**src/rtl/serial_shift_right_unit.sv**
```systemverilog
// Multi-cycle SRL/SRA unit: shifts the working register right one bit per clock.
// The fill bit is frozen at start so arithmetic shifts sign-extend for any amount.
module serial_shift_right_unit #(
    parameter int WIDTH   = 32,
    parameter int SHAMT_W = 5
) (
    input  logic               clk,
    input  logic               rst,
    input  logic               start,
    input  logic               arith,
    input  logic [WIDTH-1:0]   operand,
    input  logic [SHAMT_W-1:0] shamt,
    input  logic               flush,
    output logic               ready,
    output logic               busy,
    output logic               done,
    output logic [WIDTH-1:0]   result
);

    localparam logic [1:0] IDLE  = 2'd0;
    localparam logic [1:0] SHIFT = 2'd1;
    localparam logic [1:0] DONE  = 2'd2;

    logic [1:0]         state;
    logic [SHAMT_W-1:0] count;
    logic               fill;

    always_ff @(posedge clk or posedge rst) begin
        if (rst) begin
            state  <= IDLE;
            result <= '0;
            count  <= '0;
            fill   <= 1'b0;
        end else begin
            case (state)
                IDLE: begin
                    // flush has priority over a coincident start
                    if (start && !flush) begin
                        result <= operand;
                        count  <= shamt;
                        fill   <= arith & operand[WIDTH-1];
                        state  <= SHIFT;
                    end
                end
                SHIFT: begin
                    if (flush) begin
                        state <= IDLE;
                    end else if (count == '0) begin
                        state <= DONE;
                    end else begin
                        result <= {fill, result[WIDTH-1:1]};
                        count  <= count - SHAMT_W'(1);
                    end
                end
                DONE:    state <= IDLE;
                default: state <= IDLE;
            endcase
        end
    end

    assign ready = (state == IDLE);
    assign busy  = (state == SHIFT) || (state == DONE);
    assign done  = (state == DONE);

endmodule

```
**config.mk**
```make
export PLATFORM = sky130hd
export DESIGN_NAME = serial_shift_right_unit
export DESIGN_NICKNAME = d
export VERILOG_FILES = /design/src/rtl/serial_shift_right_unit.sv
export SDC_FILE = /design/constraint.sdc
export NUM_CORES = 1
export LEC_CHECK = 0
export CORE_UTILIZATION = 46
export DETAILED_ROUTE_END_ITERATION = 16
export DONT_BUFFER_PORTS = 1
export PLACE_DENSITY = 0.68
export SLEW_MARGIN = 25
export SYNTH_ARGS = -nofsm -noshare
export SYNTH_HDL_FRONTEND = slang
export SYNTH_SLANG_ARGS = --single-unit
```
**constraint.sdc**
```tcl
create_clock -name clk -period 1.7 [get_ports clk]
set_input_delay 0.34 -clock clk [delete_from_list [all_inputs] [get_ports clk]]
set_output_delay 0.34 -clock clk [all_outputs]
set_load 0.005 [all_outputs]
```
==> flow_summary.ini <==
[outcome]
status = complete, but fails checks
violations = setup timing

[setup_path]
cp_data_arrival_time_ns = 1.97
crit_slowest_cell = dfrtp_1
cp_max_fo = 12
crit_type = register to register
path_depth = 7
slowest_delay_ns = 0.43
crit_family = compound AO/OA/AOI/OAI gates
end_kind = register
startpoint_type = register
cp_cell_sequence = ha_4, buf_12, a2111oi_4, buf_6, buf_12, nor2_1, a21oi_1
crit-reg2reg-capture = result[8]
r2r-start = state[0]
cpMostUsedCell = buf_12
cp.buffers_inverters = 3
reg2reg_depth = 7
reg2reg_setup_slack_ns = -0.06
worstPathRequired_ns = 1.91

[synthesis]
synthMostInstantiatedCell = dfrtp_1
synth-edff-count = 0
synth_warnings = 0
synth_cells = 206
synth-compound-area-share_pct = 13.71
synth_simple_gate_area_share_pct = 15.18
ys_ff_latch = 40
yosys-top-cells-area = dfrtp_1, mux2i_1, a21oi_1
ys_seq_area_share_pct = 48.96
synth_top_area_share_pct = 48.96
synth_area_sq_um = 2044
synth_flop_cell = dfrtp_1
synth_top_family_by_area = multiplexers
synthTopCellsByCount = dfrtp_1, nor2_1, a21oi_1, mux2i_1, buf_2
ys_types = 28
postSynthAreaPerCell_sq_um = 9.925
synthesis.nets = 252
async_reset_ff_share_pct = 100.0
yosysTopAreaCell = dfrtp_1
synth_adder_area_share_pct = 2.448
muxShareOfSynthArea_pct = 15.67
synthXorXnorAreaFrac_pct = 0

[final_layout]
diodes = 0
fin_nets = 265
layout-drive-gt1-share_pct = 18.72
syn_to_final_growth_pct = 17.69
postLayoutCellArea_sq_um = 2406
multi_input_area_sq_um = 1035
nFillCells = 358
final-seq-area_sq_um = 1001
fin_cells = 269

[clock_network]
cts_root_buf = clkbuf_8
clock_latency_ns = 0.29
htree_levels = 2
tritoncts = done
clk_pin_slew_ns = 0.08
clockBufferDepth = 2
numCtsBuffers = 5
clock-sinks = 40
cts_hold_buf = 0

[detailed_routing]
dr.pass1.iters = 4
num_vias = 1523
viasPerCell = 5.662
drt_iter0_drc = 92
finalWirelength_microns = 4395
post_drt_wl_per_cell_microns = 16.34
postRouteAntennaNets = 0
drc = 0

[placement]
dp.cells = 256
io_buffer_count = 0
hpwl_microns = 3047
placedInstanceArea_sq_um = 2178
gp_congestion = 0.7378

[floorplan]
die_h_microns = 68.67
die_x_microns = 68.67
pin_count = 77
die-area_sq_um = 4715
core_sq_um = 4144
rows = 23
start_util_pct = 49.34

[pwr]
p_leak_nw = 1.009
ir_drop_mv = 0.8256
powerDensity_nw_per_um2 = 1903

[sta]
tightest_slew_ns = 0.5041
fmax_mhz = 568.0
period_share_pct = 103.6
rsz0062_at_grt = yes
fin_crit_ns = 1.761
finalHoldViolations = 0
setup_viol = 26
slew_violations = 0
setup_ws_ns = -0.06062
fin_worst_skew_ns = 0.003438
relSlewSlack_pct = 66.39

[grt]
met1_usage_pct = 22.55
grt_pass1_wl_microns = 6499
met3_usage_pct = 7.401
grt_use_met2_pct = 31.50
busiest_layer = met2
antenna_found_initial = 0
grt_max_degree = 41
overflow = 0
grt_usage_pct = 19.22
first_global_vias = 1444

[min_path]
min_path_type = input port to async pin

[flow_run]
drv_cap = 0
-- how the worst max path moves through the flow --
stage              from  slack, ns    endpoint
5_1_grt        state[0]      -0.13  result[13]
2_1_floorplan  count[0]       0.01  result[10]
6_report       state[0]      -0.06   result[8]
4_1_cts        state[0]      -0.05   result[8]
3_3_place_gp   count[0]      0.002   result[6]
3_5_place_dp   count[1]       -0.1   result[8]
-- cell type report --
cell class              count  area share [%]
flip-flops and latches     40           41.60
repair buffers             19           8.788
clock inverters             1          0.2080
clock buffers               6           3.016
multi-input cells         148           43.01
well taps                  50           2.600
inverters                   5          0.7800
-- registers in the layout, indices dropped and copies added, names as in the netlist --
| signal | cells |
|---|---|
| result | 32 |
| fill | 1 |
| count | 5 |
| state | 2 |
-- where the power goes --
group / switching [W] / internal [W] / total [W]
Combinational: 0.00101 / 0.00107 / 0.00208
Clock: 0.000322 / 0.000279 / 0.000601
Sequential: 0.000492 / 0.00140 / 0.00189
-- routing by layer --
layer | vias up | routed length [microns]
met4 | 0 | 44
met3 | 7 | 349
met1 | 720 | 1871
li1 | 735 | -
met5 | - | 0
met2 | 61 | 2129
-- worst register-to-register path, stage by stage, from the launching register on --
cell	delay [ns]
dfrtp_1	0.43
ha_4	0.20
buf_12	0.13
a2111oi_4	0.40
buf_6	0.21
buf_12	0.14
nor2_1	0.04
a21oi_1	0.14
-- cell usage in the layout, fill, tap and decap left out, drive strengths merged, types with 2 or more instances in the layout --
| cell type | instances |
|---|---|
| dfrtp | 40 |
| nor2 | 37 |
| a21oi | 35 |
| mux2i | 32 |
| buf | 19 |
| nand2 | 6 |
| nor2b | 6 |
| o21ai | 6 |
| clkbuf | 6 |
| inv | 5 |
| nand3 | 4 |
| ha | 4 |
| nand2b | 3 |
| a21o | 2 |
| nor3 | 2 |
-- cell families (layout without fill, tap and decap cells) --
family / after synthesis / in the layout
AOI/OAI and AO/OA: 48 / 48
muxes: 32 / 32
DFF: 40 / 40
adders and majority gates: 4 / 4
buffers and inverters: 18 / 31
and+or+nand+nor: 64 / 64
-- stage by stage --
step	setup WS (ns)	hold WS, ns	setup TNS [ns]	util (%)	power (W)
2_1_floorplan	0.01414	0.4496	0	-	0.003212
3_3_place_gp	0.002299	0.3754	0	52.57	0.003594
3_5_place_dp	-0.09989	0.3889	-1.612	52.57	0.003704
4_1_cts	-0.05472	0.07214	-0.4946	57.34	0.004547
5_1_grt	-0.1259	0.1085	-2.865	58.06	0.004921
6_report	-0.06062	0.06549	-0.4863	58.06	0.004578
-- repair_timing --
action	in CTS	in global routing
setup buffers	5	0
pin swaps	4	1
gates cloned	1	0
gates resized for setup	12	7
setup endpoints to repair	30	35
Power figures use the tool's default switching activity.
